--- src/rtl/oob_ctrl.sv ---
// SATA OOB link controller: issues OOB start requests, retries with backoff,
// tracks the linked state and detects link loss via rxelecidle or COMINIT.
module oob_ctrl #(
  parameter int unsigned CLK_SPEED_GRADE = 2,
  parameter int unsigned RETRY_LIMIT     = 4,
  parameter int unsigned RETRY_GAP       = 1024,
  parameter int unsigned WAIT_LIMIT      = 1048575,
  parameter int unsigned IDLE_LIMIT      = 32
) (
  input  logic       clk,
  input  logic       rst,
  input  logic       gtx_ready,
  input  logic       restart,
  input  logic       link_up,
  input  logic       oob_silence,
  input  logic       oob_error,
  input  logic       oob_incompatible,
  input  logic       cominit_req,
  input  logic       rxelecidle,
  output logic       oob_start,
  output logic       cominit_allow,
  output logic       phy_ready,
  output logic       link_lost,
  output logic       fail,
  output logic [3:0] retry_cnt,
  output logic [2:0] state
);

  localparam int unsigned RW = 4;
  localparam int unsigned GW = 16;
  localparam int unsigned WW = 20;
  localparam int unsigned IW = 8;

  // Reject out-of-range parameters at elaboration.
  if (!(CLK_SPEED_GRADE == 1 || CLK_SPEED_GRADE == 2 || CLK_SPEED_GRADE == 4) ||
      RETRY_LIMIT > 15 || RETRY_GAP < 1 || RETRY_GAP > 65535 ||
      WAIT_LIMIT < 1 || WAIT_LIMIT > 1048575 || IDLE_LIMIT < 1 || IDLE_LIMIT > 255) begin : g_bad_param
    $error("oob_ctrl: parameter out of range");
  end

  typedef enum logic [2:0] {
    ST_IDLE    = 3'd0,
    ST_START   = 3'd1,
    ST_WAIT    = 3'd2,
    ST_BACKOFF = 3'd3,
    ST_LINKED  = 3'd4,
    ST_FAILED  = 3'd5
  } state_e;

  state_e        state_q, state_d;
  logic [RW-1:0] retry_q, retry_d;
  logic [GW-1:0] gap_q, gap_d;
  logic [WW-1:0] wd_q, wd_d;
  logic [IW-1:0] idle_q, idle_d;
  logic          oob_start_q, oob_start_d;
  logic          cominit_allow_q, cominit_allow_d;
  logic          phy_ready_q, phy_ready_d;
  logic          link_lost_q, link_lost_d;
  logic          fail_q, fail_d;

  logic [WW-1:0] wd_inc;
  logic [IW-1:0] idle_inc;
  logic [RW-1:0] retry_inc;
  logic          oob_bad;

  // Saturating increments.
  assign wd_inc    = (wd_q == '1)    ? wd_q    : wd_q + WW'(1);
  assign idle_inc  = (idle_q == '1)  ? idle_q  : idle_q + IW'(1);
  assign retry_inc = (retry_q == '1) ? retry_q : retry_q + RW'(1);
  assign oob_bad   = oob_silence | oob_error | oob_incompatible;

  always_comb begin
    state_d         = state_q;
    retry_d         = retry_q;
    gap_d           = gap_q;
    wd_d            = wd_q;
    idle_d          = idle_q;
    oob_start_d     = 1'b0;
    cominit_allow_d = 1'b0;
    link_lost_d     = 1'b0;
    phy_ready_d     = phy_ready_q;
    fail_d          = fail_q;

    if (!gtx_ready) begin
      state_d     = ST_IDLE;
      retry_d     = '0;
      gap_d       = '0;
      wd_d        = '0;
      idle_d      = '0;
      phy_ready_d = 1'b0;
      fail_d      = 1'b0;
    end else if (restart && state_q != ST_IDLE) begin
      state_d     = ST_START;
      retry_d     = '0;
      gap_d       = '0;
      wd_d        = '0;
      idle_d      = '0;
      phy_ready_d = 1'b0;
      fail_d      = 1'b0;
    end else begin
      case (state_q)
        ST_IDLE: state_d = ST_START;
        ST_START: begin
          if (cominit_req) cominit_allow_d = 1'b1;
          else             oob_start_d     = 1'b1;
          state_d = ST_WAIT;
          wd_d    = '0;
        end
        ST_WAIT: begin
          if (link_up) begin
            state_d     = ST_LINKED;
            retry_d     = '0;
            idle_d      = '0;
            phy_ready_d = 1'b1;
          end else if (oob_bad || wd_inc == WW'(WAIT_LIMIT)) begin
            if (retry_q == RW'(RETRY_LIMIT)) begin
              state_d = ST_FAILED;
              fail_d  = 1'b1;
            end else begin
              state_d = ST_BACKOFF;
              retry_d = retry_inc;
              gap_d   = '0;
            end
          end else begin
            wd_d = wd_inc;
          end
        end
        ST_BACKOFF: begin
          // A device COMINIT during backoff is answered directly.
          if (cominit_req) begin
            cominit_allow_d = 1'b1;
            state_d         = ST_WAIT;
            wd_d            = '0;
          end else if (gap_q == GW'(RETRY_GAP - 1)) begin
            state_d = ST_START;
            gap_d   = '0;
          end else begin
            gap_d = gap_q + GW'(1);
          end
        end
        ST_LINKED: begin
          if (cominit_req) begin
            link_lost_d     = 1'b1;
            cominit_allow_d = 1'b1;
            phy_ready_d     = 1'b0;
            state_d         = ST_WAIT;
            wd_d            = '0;
            idle_d          = '0;
          end else if (rxelecidle) begin
            if (idle_inc == IW'(IDLE_LIMIT)) begin
              link_lost_d = 1'b1;
              phy_ready_d = 1'b0;
              retry_d     = '0;
              state_d     = ST_START;
              idle_d      = '0;
            end else begin
              idle_d = idle_inc;
            end
          end else begin
            idle_d = '0;
          end
        end
        ST_FAILED: begin
          fail_d      = 1'b1;
          phy_ready_d = 1'b0;
        end
        default: state_d = ST_IDLE;
      endcase
    end
  end

  always_ff @(posedge clk or negedge rst) begin
    if (!rst) begin
      state_q         <= ST_IDLE;
      retry_q         <= '0;
      gap_q           <= '0;
      wd_q            <= '0;
      idle_q          <= '0;
      oob_start_q     <= 1'b0;
      cominit_allow_q <= 1'b0;
      phy_ready_q     <= 1'b0;
      link_lost_q     <= 1'b0;
      fail_q          <= 1'b0;
    end else begin
      state_q         <= state_d;
      retry_q         <= retry_d;
      gap_q           <= gap_d;
      wd_q            <= wd_d;
      idle_q          <= idle_d;
      oob_start_q     <= oob_start_d;
      cominit_allow_q <= cominit_allow_d;
      phy_ready_q     <= phy_ready_d;
      link_lost_q     <= link_lost_d;
      fail_q          <= fail_d;
    end
  end

  assign oob_start     = oob_start_q;
  assign cominit_allow = cominit_allow_q;
  assign phy_ready     = phy_ready_q;
  assign link_lost     = link_lost_q;
  assign fail          = fail_q;
  assign retry_cnt     = retry_q;
  assign state         = state_q;

endmodule

--- config.mk ---
export PLATFORM = sky130hd
export DESIGN_NAME = oob_ctrl
export DESIGN_NICKNAME = d
export VERILOG_FILES = /design/src/rtl/oob_ctrl.sv
export SDC_FILE = /design/constraint.sdc
export NUM_CORES = 1
export LEC_CHECK = 0
export CAP_MARGIN = 20
export CORE_MARGIN = 2
export CORE_UTILIZATION = 60
export DETAILED_ROUTE_END_ITERATION = 10
export HOLD_SLACK_MARGIN = 0.02
export MAX_ROUTING_LAYER = met4
export PLACE_DENSITY = 0.91
export RECOVER_POWER = 100
export SYNTH_ARGS = -nofsm -noshare
export SYNTH_HDL_FRONTEND = slang
export SYNTH_SLANG_ARGS = --single-unit
export TNS_END_PERCENT = 10
--- constraint.sdc ---
create_clock -name clk -period 3.7 [get_ports clk]
set_input_delay 0.74 -clock clk [delete_from_list [all_inputs] [get_ports clk]]
set_output_delay 0.74 -clock clk [all_outputs]
set_load 0.005 [all_outputs]
==> results by group, run 1 <==
Outcome
  – Status: finished, violations left
  – Failing checks: max-capacitance violations, max-slew violations

Detailed routing
  – Wirelength per Cell: 18.1 um
  – Routed via count: 3718
  – # DRC: 0
  – Post-route ant nets: 0
  – Drt total wl: 10.1 mm
  – Initial DRT Pass Iterations: 5
  – DR iter-0 viols: 260
  – Vias/cell: 6.64

Placement
  – Port Buffers: 21
  – Final Wtd Congestion: 0.942
  – Pre-CTS WS: 0.247 ns
  – Dpl hpwl: 7.50 mm
  – Placed Cells: 552

Final layout
  – Footprint of the multi-input gates: 0.00213 mm2
  – N_diodes: 0
  – Final cell count without fillers: 560
  – Share of layout cells above drive strength 1: 7.87%
  – Final core occ: 66.9%
  – Final layout net count: 497
  – Area delta synth->final: 9.31%
  – Storage cell area: 0.00140 mm2
  – FILL cells: 526

Logic synthesis
  – Number of flops mapped to enable cells by yosys: 0
  – Post-synthesis average cell area: 8.32 um2
  – Post-synth cell types: 74
  – Post-Syn Area: 0.00382 mm2
  – Seq/Total Area, Yosys: 36.7%
  – Post-synthesis register bit count: 56
  – Top post-synthesis cells by area: dfrtp_1 37%, a21oi_1 5.8%, nand2_1 4.6%
  – Synthesized instance count: 459
  – Top cell type's share of synthesized area: 36.7%
  – Post-synth top flop: dfrtp_1
  – Async S/R FF share, synth: 100%
  – Leading area contributor after synthesis: dfrtp_1
  – Synth Warn #: 0
  – Syn_nets: 474

Floorplan
  – Overall die width: 83.8 um
  – Initial Util: 61.2%
  – I/O Pins: 22
  – Die height: 83.8 um
  – Row count: 29
  – Core box area: 0.00624 mm2
  – Die area: 0.00702 mm2

Global routing
  – GR Util All Layers: 30.7%
  – Vias in the first global route: 3495
  – Initial antenna violation count: 0
  – Global route overflow: 0
  – First-pass GRT wire length: 17.3 mm
  – Largest net degree at the start of global routing: 37

Timing
  – Fin. Hold Viols: 0
  – Rel. slew slack: -27.1%
  – Least-Margin Pin Slew: 1.91 ns
  – Setup tns final: 0 ns
  – Setup violators final: 0
  – Final min period: 3.51 ns
  – Crit share post-route: 95.0%
  – Final setup margin: 0.187 ns
  – RSZ-0062 raised after global routing: false
  – Clock Skew: 0.00576 ns
  – Fin. max-slew vios: 37
  – F_max: 285 MHz

Setup path
  – CP arrival: 3.72 ns
  – Startpoint types: flip-flop
  – Crit-path max cell delay: 0.48 ns
  – Required time of the worst setup path: 3.90 ns
  – Buf/Inv on CP: 0
  – Slowest-stage cell, CP: dfrtp_1
  – Reg2reg setup slack: 0.19 ns
  – CP Cell Sequence: ha_1 > nand4_1 > nor4_1 > mux2_2 > a2111oi_0 > and2_1 > a211oi_2 > or3b_1 > mux2_1
  – CP Max Fanout: 7
  – CP Capture Type: flip-flop
  – Delay-heaviest family, CP: simple AND/OR/NAND/NOR gates
  – WS Path Type: flip-flop to flip-flop

Clocking
  – Worst-skew pair later-pin latency: 0.32 ns
  – # hold bufs at CTS: 0
  – CTS tree: done
  – Clock root buffer: clkbuf_8
  – Setup Buffers After CTS: 0
  – Sink Count: 56
  – Worst-path clk slew: 0.10 ns
  – Max Root-Sink Buffers: 2
  – Total CTS buffers: 5
  – Number of gates resized after CTS: 0
  – H-Tree Level Count: 2

Min path
  – Worst Hold Class: flip-flop to flip-flop

Power
  – Leak: 1.66 nW
  – Worst vdd ir: 0.260 mV
  – Pwr dens: 313 mW/mm2

Run
  – MaxCap Viol Count: 1
[metal layers]
layer / vias to the layer above / global-route usage, % / part of all wire, %
met5: - / - / 0
li1: 1764 / - / -
met3: 31 / 3.56 / 6.7
met4: 0 / 10.9 / 2.6
met1: 1755 / 42.3 / 44
met2: 168 / 47.3 / 47
[worst reg2reg max path: stages, from the launching register on]
cell and delay [ns]:
dfrtp_1 0.48, ha_1 0.36, nand4_1 0.18, nor4_1 0.41, mux2_2 0.38, a2111oi_0 0.46
and2_1 0.28, a211oi_2 0.10, or3b_1 0.43, mux2_1 0.33
[report_power, final]
group / internal (mW) / leakage [nW] / switching (mW)
Sequential: 0.624 / 0.777 / 0.0213
Combinational: 0.0653 / 0.811 / 0.106
Clock: 0.273 / 0.0687 / 0.216
[cell families (layout without fill, tap and decap cells)]
family | after synthesis | count (layout) | share of synthesized area (%)
simple gates | 198 | 198 | 27.1
compound gates | 147 | 147 | 26.7
buf+inv | 44 | 68 | 5.44
mux | 6 | 6 | 1.70
fa+ha+maj | 5 | 5 | 1.64
xor+xnor | 3 | 3 | 0.688
flops | 56 | 56 | 36.7
[metrics by stage]
stage	hold slack [ns]	area [um2]	power [mW]
2_1_floorplan	0.444	3820	0.766
3_3_place_gp	0.487	4130	0.831
3_5_place_dp	0.504	4130	0.838
4_1_cts	0.519	4260	1.32
5_1_grt	0.545	4170	1.36
6_report	0.521	4170	1.31
[cells in the final DEF, fill, tap and decap left out, types with 6 or more instances in the layout]
cell             synthesis  layout
a21oi_1                 44      45
a31oi_1                 24      27
buf_4                    2      11
clkdlybuf4s50_1          0       7
dfrtp_1                 56      56
dlygate4sd3_1            0      13
inv_1                   24      24
nand2_1                 47      47
nand2b_1                11      11
nand3_1                 25      25
nand4_1                  6       6
nor2_1                  35      35
nor3_1                  20      20
nor4_1                   8       8
o21ai_0                 27      31
or3_1                    8       8
[cells in the mapped netlist (2+ instances only)]
cell	number
or3_1	8
and3_1	5
mux2i_1	2
o311ai_0	3
inv_1	24
nand3_1	25
buf_4	2
nand2_1	47
o31a_1	2
a21oi_1	44
a41o_1	2
and2_1	5
a31oi_1	24
a41oi_1	5
nor3b_1	2
buf_6	2
mux2_2	3
or2_2	2
nand2b_1	11
nor2b_1	5
nor2_1	35
clkbuf_1	12
o21ai_0	27
o21ai_2	5
xor2_1	2
ha_1	5
dfrtp_1	56
a21oi_2	2
nand4_1	6
nor4_1	8
and4_1	4
a311oi_1	2
nand3b_1	4
nor3_1	20
clkbuf_2	2
o31ai_1	5
or4_1	2
a31oi_4	3
[layout make-up]
cell class / instances / area share, %
tap: 77 / 2.31
inverter: 24 / 2.16
sequential: 56 / 33.6
timing repair buffer: 36 / 7.62
clock inverter: 3 / 1.65
clock buffer: 5 / 1.65
multi-input combinational: 359 / 51.0
[worst paths after layout]
| kind | startpoint | end | depth (start not counted) |
|---|---|---|---|
| max in group asynchronous | rst | wd_q[17]$_DFFE_PN0P_ | 2 |
| setup / recovery | wd_q[1]$_DFFE_PN0P_ | state[2]$_DFFE_PN0P_ | 9 |
| hold / removal | gap_q[8]$_DFFE_PN0P_ | gap_q[8]$_DFFE_PN0P_ | 1 |
| hold reg to reg | gap_q[8]$_DFFE_PN0P_ | gap_q[8]$_DFFE_PN0P_ | 1 |
| setup reg to reg | wd_q[1]$_DFFE_PN0P_ | state[2]$_DFFE_PN0P_ | 9 |
| min in group asynchronous | rst | idle_q[0]$_DFFE_PN0P_ | 1 |
[sequential cells by signal, indices dropped and copies added, names as in the netlist]
signal and count:
wd_q 20, gap_q 16, idle_q 8, retry_cnt 4, state 3, cominit_allow 1, fail 1, link_lost 1
oob_start 1, phy_ready 1
No activity file was read; power rests on OpenSTA's default activity.
==> run 2, diff against run 1 <==
ABC_CLOCK_PERIOD_IN_PS = 3700   (was not set)
CTS_CLUSTER_SIZE = 12   (was not set)
==> results of run 2 <==
Final layout, timing and power as in run 1 (identical DEF).
==> run 3, diff against run 2 <==
CELL_PAD_IN_SITES_DETAIL_PLACEMENT = 0   (was not set)
CELL_PAD_IN_SITES_GLOBAL_PLACEMENT = 1   (was not set)
CORE_MARGIN = 8   (was 2)
CORE_UTILIZATION = 46   (was 60)
CTS_CLUSTER_DIAMETER = 40   (was not set)
PLACE_DENSITY = 0.92   (was 0.91)
==> run 3 against run 2 <==
Compared with the run above: the flow still finishes with violations (max-capacitance violations, max-slew violations); total power fell by 10%; cell area fell by 0.54%; non-clock buffer count fell by 2; clock power fell by 27%; first-iteration DRC count fell by 12%; utilization fell by 16 points; via count fell by 1.8%; worst hold slack got worse by 0.0055 ns.
==> results by group, run 3 (synthesis gave the netlist of run 1 again) <==
Setup path
  – Required time of the worst setup path: 3.90 ns (about the same)
  – CP Cell Sequence: ha_1 > nand4_1 > nor4_1 > mux2_1 > a2111oi_1 > and2_1 > a211oi_1 > or3b_1 > mux2_1 (was ha_1 > nand4_1 > nor4_1 > mux2_2 > a2111oi_0 > and2_1 > a211oi_2 > or3b_1 > mux2_1)
  – FF-to-FF path depth: 9 (unchanged)
  – CP Capture Type: flip-flop (unchanged)
  – Crit-path max cell delay: 0.48 ns (about the same)
  – Most numerous cell on the critical path: mux2_1
  – Startpoint types: flip-flop (unchanged)
  – CP Max Fanout: 7 (unchanged)
  – WS Path Type: flip-flop to flip-flop (unchanged)
  – CP arrival: 3.70 ns (was 3.72 ns)
  – Slowest-stage cell, CP: dfrtp_1 (unchanged)

Final layout
  – Commonest non-fill, non-tap cell in the layout: dfrtp_1 (unchanged)
  – Largest register FFs: 20 (unchanged)
  – FILL cells: 792 (was 526)
  – Commonest non-fill, non-tap cells in the layout: 56 x dfrtp_1, 47 x nand2_1, 45 x a21oi_1, 35 x nor2_1, 30 x o21ai_0 (was 56 x dfrtp_1, 47 x nand2_1, 45 x a21oi_1, 35 x nor2_1, 31 x o21ai_0)
  – Area delta synth->final: 8.72% (was 9.31%)
  – Share of layout cells above drive strength 1: 7.28% (was 7.87%)
  – Reg with most FFs: wd_q (unchanged)
  – N_diodes: 0 (unchanged)
  – Final layout net count: 495 (was 497)
  – Design area: 0.00415 mm2 (was 0.00417 mm2)
  – Largest registers: wd_q: 20 flops, gap_q: 16 flops, idle_q: 8 flops (unchanged)

Power
  – Pwr Total: 1.17 mW (was 1.31 mW)
  – Worst vdd ir: 0.178 mV (was 0.260 mV)
  – Leak: 1.63 nW (was 1.66 nW)
  – Pwr dens: 282 mW/mm2 (was 313 mW/mm2)

Floorplan
  – Die height: 107 um (was 83.8 um)
  – Overall die width: 107 um (was 83.8 um)
  – Core box area: 0.00813 mm2 (was 0.00624 mm2)
  – Die area: 0.0115 mm2 (was 0.00702 mm2)
  – Initial Util: 46.9% (was 61.2%)
  – Row count: 33 (was 29)
  – I/O Pins: 22 (unchanged)

Timing
  – Fin Hold WS: 0.516 ns (was 0.521 ns)
  – Crit share post-route: 94.7% (was 95.0%)
  – Fin. Hold Viols: 0 (unchanged)
  – Setup tns final: 0 ns (unchanged)
  – F_max: 285 MHz (about the same)
  – Rel. slew slack: -5.98% (was -27.1%)
  – RSZ-0062 raised after global routing: false (unchanged)
  – Clock Skew: 0.0130 ns (was 0.00576 ns)
  – Fin. max-slew vios: 30 (was 37)
  – Final min period: 3.51 ns (about the same)
  – Setup violators final: 0 (unchanged)
  – Least-Margin Pin Slew: 1.59 ns (was 1.91 ns)

Detailed routing
  – Wirelength per Cell: 16.8 um (was 18.1 um)
  – DR iter-0 viols: 228 (was 260)
  – # DRC: 0 (unchanged)
  – Routed via count: 3651 (was 3718)
  – Drt total wl: 9.87 mm (was 10.1 mm)
  – Vias/cell: 6.23 (was 6.64)
  – Initial DRT Pass Iterations: 5 (unchanged)
  – Post-route ant nets: 0 (unchanged)

Clocking
  – Sink Count: 56 (unchanged)
  – CTS tree: done (unchanged)
  – Clock root buffer: clkbuf_8 (unchanged)
  – Total CTS buffers: 5 (unchanged)
  – Max Root-Sink Buffers: 2 (unchanged)
  – Worst-skew pair later-pin latency: 0.31 ns (was 0.32 ns)
  – H-Tree Level Count: 2 (unchanged)
  – Worst-path clk slew: 0.10 ns (about the same)

Global routing
  – GR Util All Layers: 18.1% (was 30.7%)
  – First-pass GRT wire length: 16.6 mm (was 17.3 mm)
  – Initial antenna violation count: 0 (unchanged)
  – Largest net degree at the start of global routing: 30 (was 37)
  – Global route overflow: 0 (unchanged)
  – Vias in the first global route: 3444 (was 3495)

Placement
  – Port Buffers: 21 (unchanged)
  – Dpl hpwl: 7.16 mm (was 7.50 mm)
  – Placement Cell Area: 0.00415 mm2 (was 0.00413 mm2)
  – Final Wtd Congestion: 0.916 (was 0.942)

Min path
  – Hold Path Stages: 1 (unchanged)
  – Worst Hold Class: flip-flop to flip-flop (unchanged)

Outcome
  – Status: finished, violations left (unchanged)
  – Failing checks: max-capacitance violations, max-slew violations (unchanged)

Run
  – MaxCap Viol Count: 1 (unchanged)
==> run 3: changes by cell type in the layout (fill, tap and decap cells not counted) <==
cell,change
bufinv_16,-2
buf_4,-2
clkbuf_2,+1
inv_6,-1
clkbuf_8,+1
mux2_1,+1
clkinvlp_4,+1
o21ai_2,+1
o21ai_0,-1
a211oi_1,+1
a211oi_2,-1
a2111oi_0,-1
a2111oi_1,+1
mux2_2,-1
==> run 3: power breakdown <==
part | internal (mW) | switching (mW)
combinational | 0.0660 | 0.103
clock | 0.153 | 0.205
sequential | 0.624 | 0.0213
total | 0.843 | 0.329
==> run 3: worst paths after layout <==
check,startpoint,end,slack [ns]
min reg2reg,gap_q[0]$_DFFE_PN0P_,gap_q[0]$_DFFE_PN0P_,0.52
min,gap_q[0]$_DFFE_PN0P_,gap_q[0]$_DFFE_PN0P_,0.52
max,wd_q[1]$_DFFE_PN0P_,state[2]$_DFFE_PN0P_,0.19
min in group asynchronous,rst,retry_cnt[0]$_DFFE_PN0P_,0.81
max reg2reg,wd_q[1]$_DFFE_PN0P_,state[2]$_DFFE_PN0P_,0.19
max in group asynchronous,rst,wd_q[15]$_DFFE_PN0P_,1.42
==> run 3: critical path, delay by kind of cell, from the launching register on <==
kind	cells	cell delay, ns
adders and majority gates	1	0.35
AOI/OAI and AO/OA	2	0.58
DFF	1	0.48
and+or+nand+nor	4	1.29
muxes	2	0.69
==> run 3: what timing repair did <==
| item | in CTS | in global routing |
|---|---|---|
| buffers inserted | 0 | 0 |
| hold buffers | 0 | 0 |
| hold endpoints to repair | 0 | 0 |
| endpoints found under the setup margin | 0 | 2 |
| gates resized for setup | 0 | 1 |
==> run 3: metrics by stage <==
step           utilization, %  std cells  setup WS, ns
2_1_floorplan               -        459         0.419
3_3_place_gp             51.0        578         0.290
3_5_place_dp             51.0        578         0.105
4_1_cts                  52.1        586        0.0889
5_1_grt                  51.0        586        0.0653
6_report                 51.0        586         0.195
==> run 3: area by class of cell <==
type	instances	area (um2)	area share, %
multi-input cells	359	2130	51.3
flip-flops and latches	56	1400	33.8
repair buffers	34	304	7.33
well taps	105	131	3.17
inverters	24	90.1	2.17
clock buffers	7	86.3	2.08
clock inverters	1	7.51	0.181
==> run 3: routing by layer <==
metal	GRT usage (%)	wire length, um
met1	23.6	4560
met2	27.6	4640
met3	3.12	475
met4	6.03	193
met5	-	0
